--- config.mk ---
export PLATFORM = sky130hd
export DESIGN_NAME = dma_engine
export DESIGN_NICKNAME = d
export VERILOG_FILES = /design/src/rtl/dma_engine.sv
export SDC_FILE = /design/constraint.sdc
export NUM_CORES = 1
export LEC_CHECK = 0
export ABC_CLOCK_PERIOD_IN_PS = 3300
export CORE_AREA = 5 5 105 107
export CTS_CLUSTER_DIAMETER = 100
export DETAILED_ROUTE_END_ITERATION = 10
export DIE_AREA = 0 0 110 112
export PLACE_DENSITY_LB_ADDON = 0.1
export RECOVER_POWER = 100
export SLEW_MARGIN = 10
export SYNTH_ARGS = -nofsm -noshare
export SYNTH_HDL_FRONTEND = slang
export SYNTH_SLANG_ARGS = --single-unit
--- constraint.sdc ---
create_clock -name clk -period 3.3 [get_ports clk]
set_clock_uncertainty 0.1 [all_clocks]
set_input_delay 0.99 -clock clk [delete_from_list [all_inputs] [get_ports clk]]
set_output_delay 0.99 -clock clk [all_outputs]
set_load 0.005 [all_outputs]
--- src/rtl/dma_engine.sv ---
// DMA initiator: moves 16-bit big-endian words between a byte stream and cart memory over the DmaBus.
// All state advances on the falling clock edge; reset is asynchronous, active-high.
module dma_engine #(
  parameter int MEM_WAIT = 3
) (
  input  logic        clk,
  input  logic        rst,
  input  logic        start,
  input  logic        dir,
  input  logic [22:0] addr_st,
  input  logic [15:0] len,
  input  logic        abort,
  input  logic [7:0]  din,
  input  logic        din_valid,
  output logic        din_ready,
  output logic [7:0]  dout,
  output logic        dout_valid,
  input  logic        dout_ready,
  input  logic [15:0] mem_do,
  output logic [22:0] dma_addr,
  output logic [15:0] dma_data,
  output logic        dma_oe,
  output logic        dma_we_lo,
  output logic        dma_we_hi,
  output logic        dma_req,
  output logic        busy,
  output logic        done
);

  typedef enum logic [3:0] {
    S_IDLE,
    S_START,
    S_COLLECT_HI,
    S_COLLECT_LO,
    S_WR_SETUP,
    S_WR_PULSE,
    S_WR_HOLD,
    S_RD_SETUP,
    S_RD_PULSE,
    S_SEND_HI,
    S_SEND_LO,
    S_FIN
  } state_t;

  localparam logic [3:0] WAIT_LAST = 4'(MEM_WAIT - 1);

  state_t      state_q, state_d;
  logic        dir_q, dir_d;
  logic [22:0] addr_q, addr_d;
  logic [16:0] count_q, count_d;
  logic [15:0] data_q, data_d;
  logic [15:0] word_q, word_d;
  logic [3:0]  wait_q, wait_d;
  logic        abort_q, abort_d;
  logic        abort_any;

  always_ff @(negedge clk or posedge rst) begin
    if (rst) begin
      state_q <= S_IDLE;
      dir_q   <= 1'b0;
      addr_q  <= '0;
      count_q <= '0;
      data_q  <= '0;
      word_q  <= '0;
      wait_q  <= '0;
      abort_q <= 1'b0;
    end else begin
      state_q <= state_d;
      dir_q   <= dir_d;
      addr_q  <= addr_d;
      count_q <= count_d;
      data_q  <= data_d;
      word_q  <= word_d;
      wait_q  <= wait_d;
      abort_q <= abort_d;
    end
  end

  assign abort_any = abort | abort_q;

  always_comb begin
    state_d    = state_q;
    dir_d      = dir_q;
    addr_d     = addr_q;
    count_d    = count_q;
    data_d     = data_q;
    word_d     = word_q;
    wait_d     = wait_q;
    abort_d    = abort_q;
    din_ready  = 1'b0;
    dout       = 8'h00;
    dout_valid = 1'b0;
    dma_oe     = 1'b0;
    dma_we_lo  = 1'b0;
    dma_we_hi  = 1'b0;
    done       = 1'b0;

    case (state_q)
      S_IDLE: begin
        if (start && !abort) begin
          state_d = S_START;
          dir_d   = dir;
          addr_d  = {addr_st[22:1], 1'b0};
          count_d = {1'b0, len};
          abort_d = 1'b0;
        end
      end
      S_START: begin
        if (abort) begin
          abort_d = 1'b1;
          state_d = S_FIN;
        end else if (count_q == 17'd0) begin
          state_d = S_FIN;
        end else if (dir_q) begin
          state_d = S_RD_SETUP;
        end else begin
          state_d = S_COLLECT_HI;
        end
      end
      S_COLLECT_HI: begin
        din_ready = 1'b1;
        if (abort) begin
          abort_d = 1'b1;
          state_d = S_FIN;
        end else if (din_valid) begin
          data_d[15:8] = din;
          state_d      = S_COLLECT_LO;
        end
      end
      S_COLLECT_LO: begin
        din_ready = 1'b1;
        if (abort) begin
          abort_d = 1'b1;
          state_d = S_FIN;
        end else if (din_valid) begin
          data_d[7:0] = din;
          state_d     = S_WR_SETUP;
        end
      end
      S_WR_SETUP: begin
        if (abort) begin
          abort_d = 1'b1;
          state_d = S_FIN;
        end else begin
          wait_d  = WAIT_LAST;
          state_d = S_WR_PULSE;
        end
      end
      // Strobe pulses always run full length so the memory never sees a truncated cycle.
      S_WR_PULSE: begin
        dma_we_hi = 1'b1;
        dma_we_lo = 1'b1;
        abort_d   = abort_any;
        if (wait_q == 4'd0) begin
          state_d = S_WR_HOLD;
        end else begin
          wait_d = wait_q - 4'd1;
        end
      end
      S_WR_HOLD: begin
        addr_d  = addr_q + 23'd2;
        count_d = count_q - 17'd1;
        abort_d = abort_any;
        if (abort_any || count_q == 17'd1) begin
          state_d = S_FIN;
        end else begin
          state_d = S_COLLECT_HI;
        end
      end
      S_RD_SETUP: begin
        if (abort) begin
          abort_d = 1'b1;
          state_d = S_FIN;
        end else begin
          wait_d  = WAIT_LAST;
          state_d = S_RD_PULSE;
        end
      end
      S_RD_PULSE: begin
        dma_oe  = 1'b1;
        abort_d = abort_any;
        if (wait_q == 4'd0) begin
          word_d  = mem_do;
          state_d = abort_any ? S_WR_HOLD : S_SEND_HI;
        end else begin
          wait_d = wait_q - 4'd1;
        end
      end
      S_SEND_HI: begin
        dout       = word_q[15:8];
        dout_valid = 1'b1;
        if (abort) begin
          abort_d = 1'b1;
          state_d = S_FIN;
        end else if (dout_ready) begin
          state_d = S_SEND_LO;
        end
      end
      S_SEND_LO: begin
        dout       = word_q[7:0];
        dout_valid = 1'b1;
        if (abort) begin
          abort_d = 1'b1;
          state_d = S_FIN;
        end else if (dout_ready) begin
          addr_d  = addr_q + 23'd2;
          count_d = count_q - 17'd1;
          state_d = (count_q == 17'd1) ? S_FIN : S_RD_SETUP;
        end
      end
      S_FIN: begin
        done    = !abort_q;
        abort_d = 1'b0;
        state_d = S_IDLE;
      end
      default: state_d = S_IDLE;
    endcase
  end

  assign dma_req  = (state_q != S_IDLE);
  assign busy     = (state_q != S_IDLE);
  assign dma_addr = addr_q;
  assign dma_data = data_q;

endmodule

==> parameters.txt, run 1 <==
Parameter                              Value

Run status
  Status    finished, violations left
  Violations in the final reports    setup timing

Power and ir drop
  Switching share of total power    0.4116
  Sequential fraction of design power    0.257
  Part of the total power dissipated in combinational logic    0.626
  Total internal power    4.410 mW
  Leakage power of the design    3.420 nW
  Net Sw Power    3.085 mW
  Overall power after layout    7.495 mW
  Maximum ir drop on the vdd rail    0.0004325 V
  Cell Pwr Density    934.7 nW/um2
  Clk pwr share    0.117

Clock tree
  CTS Buf Count    9
  Clk Latency, worst-skew pair    350 ps
  TritonCTS Sinks    81
  Maximum root-to-sink buffer count    2
  Maximum level of the CTS H-tree    3
  Clock edge transition at the registers on the reported setup and hold paths    70 ps
  Buffer type at the clock tree root    clkbuf_8
  Hold Buf Count CTS    0
  TritonCTS clock tree    done

Timing
  Tightest Pin Transition    992.5 ps
  Hold Vio Cnt, Final    0
  Relative slew margins    0.3358
  Final number of max-transition violations    0
  RSZ-0062 raised after global routing    true
  Final Setup Violations    134
  Worst setup slack after layout    -1133 ps

Detailed routing
  Number of iterations in the first detailed-routing pass    5
  Total Routed Length    19310 um
  Vias    5468
  Detailed Route Iter0 Violations    422
  Number of DRC violations after detailed routing    0
  Average vias per placed instance    6.082
  Average routed wire per standard cell    21.48 um
  Number of antenna-violating nets in the routed design    0

Flow run
  Max-Cap Viols    0

Synthesis
  Share of flip-flops with an asynchronous set or reset    1.000
  Number of enable flip-flop cells after synthesis    0
  Portion of the post-synthesis area used by sequential elements    0.4259
  Most common flop cell mapped by yosys    dfrtn_1
  Yosys warns    0
  Distinct cell type count of the synthesized netlist    68
  Leading post-synthesis cells by instance count    dfrtn_1, o21ai_0, a21oi_1, nor2_1, nand2_1
  Leading cell types by total area after synthesis    dfrtn_1, mux2_2, o21ai_0
  Cells after Synth    514
  Netlist area before placement    4760 um2
  Yosys top cell area share    0.4259
  FF+latch count, synth    81
  Cell taking the most area after synthesis    dfrtn_1
  Syn Nets    589
  Top-count cell post-synth    dfrtn_1
  Avg Inst Size Synth    9.260 um2

Placed design
  Number of buffer cells added on primary ports    122
  Worst Setup Slack post-DPL    -1227 ps
  Placer's final routability congestion estimate    0.9262
  Number of instances in the placed design    800
  Instance area at placement    6809 um2
  Post-detail-place hpwl    10540 um

Final layout
  Number of fill cells    611
  Ant diodes    0
  Nets    833
  Post-Layout Cell Count    899
  Post-route design area    8018 um2
  Share of post-route cells with drive strength above 1    0.4640
  Final cell utilization of the core    0.7981
  Synthesis-to-finish area growth    68.45%

Global route
  Leftover overflow at the end of global routing    0
  Antenna violations before repair    0
  Vias in the first global route    5623
  Wire length of the first global-routing pass    28870 um
  Maximum number of pins on one net before global-route repair    35
  Overall global routing resource usage    0.2989

Floorplanning
  Die height    112 um
  # rows    37
  Area of the core region    10050 um2
  Number of top-level pins    125
  Starting utilization of the core area    0.4738
  DIE WIDTH    110 um
  Die area    12320 um2

Critical path
  Startpoint type of the worst setup path    register
  Crit-path leading delay family    buffers and inverters
  Max stage delay cell, worst path    dfrtn_1
  Crit path capture type    output pin
  Largest stage delay, worst path    450 ps
  Number of buffer and inverter instances along the worst setup path    4
  Crit path max fanout    3
  Worst Path Class, Setup    reg -> out
  Worst path required time    2210 ps
  WP data arrival    3340 ps
  Most frequent CP cell    buf_6
  Cell Chain, Critical Path    buf_6 -> buf_6 -> nand2b_4 -> nor2_4 -> buf_6 -> a22o_1 -> buf_2

Worst hold path
  Hold Path Class    reg -> reg
==> through the flow <==
| step | hold WS [ps] | setup TNS, ps |
|---|---|---|
| 6_report | 346.1 | -57000 |
| 5_1_grt | 362.6 | -62340 |
| 4_1_cts | 329.5 | -59900 |
| 3_5_place_dp | 318.7 | -107430 |
| 3_3_place_gp | 316.1 | -105270 |
| 2_1_floorplan | 283.0 | -59310 |
==> path summary, 6_finish.rpt <==
check                              from      endpoint  slack [ps]  cells after the start
max                          state_q[1]       dout[3]       -1130                      7
min                        dma_data[11]  dma_data[11]         350                      1
max reg2reg                  state_q[1]    state_q[1]        -190                     21
min reg2reg                dma_data[11]  dma_data[11]         350                      1
max in group asynchronous           rst    word_q[11]         -20                      3
min in group asynchronous           rst     wait_q[3]        2800                      3
==> worst reg2reg max path: cells and delay by family, from the launching register on <==
kind            cells  cell delay [ps]
compound gates      4              750
flops               1              450
buf+inv            17             2060
==> routing by layer <==
layer	vias to the layer above	GRT usage	share of wire
met1	2669	0.3673	0.38
met2	291	0.4943	0.50
li1	2420	-	-
met4	0	0.1338	0.044
met5	-	0	0
met3	88	0.06841	0.071
==> placed cells by master (no fill, tap or decap), types with 12 or more instances in the layout <==
cell type        count
dfrtn_1             81
nand2_1             34
o21ai_2             20
clkdlybuf4s50_1     61
a21oi_2             18
buf_2               52
nor2_1              32
mux2_2              31
nand3_1             18
a21oi_1             16
buf_4               98
o21ai_1             12
buf_6               31
==> state kept, by name (all words and copies together) (netlist names) <==
register,flops
dma_addr,22
count_q,17
dma_data,16
word_q,16
state_q,4
wait_q,4
abort_q,1
dir_q,1
==> power by group through the flow <==
| stage | registers (mW) | clock network [mW] | logic [mW] |
|---|---|---|---|
| after floorplan | 1.90 | 0 | 1.97 |
| after global placement | 1.87 | 0 | 3.36 |
| after detailed placement | 1.89 | 0 | 3.46 |
| after CTS | 1.88 | 0.867 | 4.17 |
| after global routing | 1.97 | 0.926 | 4.97 |
| final | 1.92 | 0.878 | 4.69 |
==> final cells by class <==
cell class | instances | area, um2 | area share
multi-input combinational | 381 | 3054 | 0.3809
clock buffer | 9 | 123.9 | 0.01545
timing repair buffer | 274 | 2489 | 0.3104
sequential | 81 | 2027 | 0.2528
clock inverter | 7 | 108.9 | 0.01358
inverter | 11 | 45.04 | 0.005618
tap | 136 | 170.2 | 0.02122
==> timing repair <==
action	CTS	global route
gates resized for setup	304	50
pin swaps	31	28
setup endpoints to repair	119	119
buffers inserted	63	25
gates cloned	9	1
==> cells by family after synthesis <==
kind of cell / after synthesis / synth area share
compound gates: 166 / 0.2332
fa+ha+maj: 5 / 0.01314
other cells: 1 / 0.0007879
xor+xnor: 2 / 0.003681
simple gates: 170 / 0.1874
flops: 81 / 0.4259
buf+inv: 53 / 0.05153
mux: 36 / 0.08439
Note: power is estimated with default switching activity, not from simulation.
==> run 2: changes to the inputs <==
Settings changed: ABC_CLOCK_PERIOD_IN_PS 3300 to 5300, CORE_AREA 5 5 105 107 to 5 5 101 103, DIE_AREA 0 0 110 112 to 0 0 106 108.
Clock period 3.3 ns to 5.3 ns, I/O delays scaled along.
==> parameters.txt, run 2 (same netlist as run 1, synthesis figures left out) <==
Parameter                              Value

Run status
  Status    finished, violations left (unchanged)
  Violations in the final reports    setup timing (unchanged)

Final layout
  Ant diodes    0 (unchanged)
  Leading cell type in the layout, fill and taps excluded    buf_4 (unchanged)
  Post-Layout Cell Count    847 (was 899)
  Leading cell types in the layout, fill and taps excluded    buf_4, dfrtn_1, clkdlybuf4s50_1, nand2_1, mux2_2 (was buf_4, dfrtn_1, clkdlybuf4s50_1, buf_2, nand2_1)
  Number of fill cells    501 (was 611)
  Nets    806 (was 833)
  Flip-flop count of the largest register after layout    22 (unchanged)
  Synthesis-to-finish area growth    61.04% (was 68.45%)
  Final cell utilization of the core    0.8415 (was 0.7981)
  Share of post-route cells with drive strength above 1    0.4035 (was 0.4640)
  Post-route design area    7665 um2 (was 8018 um2)

Timing
  RSZ-0062 raised after global routing    true (unchanged)
  Hold Vio Cnt, Final    0 (unchanged)
  Tightest Pin Transition    749.1 ps (was 992.5 ps)
  Final worst hold slack    330.8 ps (was 346.1 ps)
  Final Setup Violations    69 (was 134)
  Worst setup slack after layout    -691.8 ps (was -1133 ps)
  Final number of max-transition violations    0 (unchanged)
  Relative slew margins    0.5006 (was 0.3358)

Power and ir drop
  Maximum ir drop on the vdd rail    0.0002919 V (was 0.0004325 V)
  Overall power after layout    4.446 mW (was 7.495 mW)
  Cell Pwr Density    580.0 nW/um2 (was 934.7 nW/um2)
  Leakage power of the design    3.210 nW (was 3.420 nW)

Critical path
  Crit path max fanout    5 (was 3)
  Worst Path Class, Setup    reg -> out (unchanged)
  Crit-path leading delay family    flip-flops (was buffers and inverters)
  Max stage delay cell, worst path    dfrtn_1 (unchanged)
  Worst Reg2Reg Path Length in Cells    10 (was 21)
  Cell Chain, Critical Path    buf_6 -> nand2b_4 -> nor2_4 -> buf_4 -> a22o_1 -> buf_2 (was buf_6 -> buf_6 -> nand2b_4 -> nor2_4 -> buf_6 -> a22o_1 -> buf_2)
  Crit path capture type    output pin (unchanged)
  Startpoint type of the worst setup path    register (unchanged)
  WP data arrival    4300 ps (was 3340 ps)
  Largest stage delay, worst path    510 ps (was 450 ps)
  Instance count on the critical path    6 (was 7)
  Number of buffer and inverter instances along the worst setup path    3 (was 4)
  Worst path required time    3610 ps (was 2210 ps)

Floorplanning
  # rows    35 (was 37)
  Area of the core region    9109 um2 (was 10050 um2)
  Die height    108 um (was 112 um)
  Starting utilization of the core area    0.5225 (was 0.4738)
  Number of top-level pins    125 (unchanged)
  DIE WIDTH    106 um (was 110 um)
  Die area    11450 um2 (was 12320 um2)

Clock tree
  CTS Buf Count    9 (unchanged)
  Buffer type at the clock tree root    clkbuf_8 (unchanged)
  Maximum root-to-sink buffer count    2 (unchanged)
  Clock edge transition at the registers on the reported setup and hold paths    70 ps (about the same)
  TritonCTS Sinks    81 (unchanged)
  Clk Latency, worst-skew pair    350 ps (about the same)
  Maximum level of the CTS H-tree    3 (unchanged)
  TritonCTS clock tree    done (unchanged)

Worst hold path
  Worst Hold Path Cells    1 (unchanged)
  Hold Path Class    reg -> reg (unchanged)

Detailed routing
  Number of antenna-violating nets in the routed design    0 (unchanged)
  Number of DRC violations after detailed routing    0 (unchanged)
  Vias    5468 (unchanged)
  Total Routed Length    19210 um (was 19310 um)
  Detailed Route Iter0 Violations    418 (was 422)
  Average routed wire per standard cell    22.68 um (was 21.48 um)
  Number of iterations in the first detailed-routing pass    5 (unchanged)
  Average vias per placed instance    6.456 (was 6.082)

Global route
  Antenna violations before repair    0 (unchanged)
  Vias in the first global route    5492 (was 5623)
  Leftover overflow at the end of global routing    0 (unchanged)
  Overall global routing resource usage    0.3211 (was 0.2989)
  Wire length of the first global-routing pass    29080 um (was 28870 um)
  Maximum number of pins on one net before global-route repair    49 (was 35)

Placed design
  Post-detail-place hpwl    10000 um (was 10540 um)
  Instance area at placement    6653 um2 (was 6809 um2)
  Number of buffer cells added on primary ports    122 (unchanged)
  Number of instances in the placed design    772 (was 800)
  Placer's final routability congestion estimate    0.8445 (was 0.9262)

Flow run
  Max-Cap Viols    0 (unchanged)
==> run 2: changes by cell type in the layout (fill, tap and decap cells not counted), sizes merged <==
cell / before / now
buf: 204 / 145
dlygate4sd2: 2 / 1
bufinv: 2 / 1
clkinvlp: 1 / 3
clkdlybuf4s15: 2 / 0
clkdlybuf4s50: 61 / 47
bufbuf: 0 / 3
inv: 14 / 13
clkbuf: 11 / 44
dlygate4sd3: 3 / 17
nor2: 40 / 39
==> run 2: worst paths after layout <==
| check | start | endpoint | slack, ps |
|---|---|---|---|
| setup / recovery | state_q[1] | dout[4] | -690 |
| hold / removal | count_q[16] | count_q[16] | 330 |
| setup reg to reg | state_q[3] | dma_addr[8] | 2380 |
| hold reg to reg | count_q[16] | count_q[16] | 330 |
| max in group asynchronous | rst | count_q[7] | 270 |
| min in group asynchronous | rst | dma_addr[4] | 4410 |
==> run 2: per-stage QoR <==
step / setup WS (ps) / setup TNS [ps]
final: -691.8 / -19400
after global routing: -703.7 / -20810
after CTS: -590.3 / -13160
after detailed placement: -840.2 / -51730
after global placement: -816.6 / -50540
after floorplan: -250.8 / -8160
==> run 2: cell type report <==
cell class	instances	area [um2]	share of cell area
Clock buffer	9	123.9	0.01616
Clock inverter	7	76.32	0.009958
Inverter	11	45.04	0.005877
Multi-Input combinational cell	380	2973	0.3879
Sequential cell	81	2027	0.2644
Tap cell	111	138.9	0.01812
Timing Repair Buffer	248	2281	0.2976
==> run 2: where the power goes <==
part | internal [mW] | total [mW] | switching, mW
combinational | 1.40 | 2.77 | 1.38
sequential | 0.944 | 1.19 | 0.245
clock | 0.222 | 0.483 | 0.261
==> run 2: repair_timing <==
action,CTS,global route
cloned,13,0
hold buffers,0,0
endpoints found under the setup margin,119,67
buffers inserted,44,14
pin swaps,28,19
resized for setup,316,46
==> run 2: worst register-to-register path, cell delays in order, from the launching register on <==
cell and delay [ps]:
dfrtn_1 390, buf_4 160, buf_6 120, buf_4 130, nand2b_4 150, buf_4 180
a21oi_4 580, buf_4 460, o21ai_0 250, a21oi_4 190, a21oi_2 40
==> run 2: metal layers <==
layer / wire length (um) / vias up / GRT usage
met5: 0 / - / 0
met1: 7204 / 2667 / 0.4019
met2: 9482 / 347 / 0.5369
met4: 862 / 0 / 0.1295
li1: - / 2363 / -
met3: 1665 / 91 / 0.07881
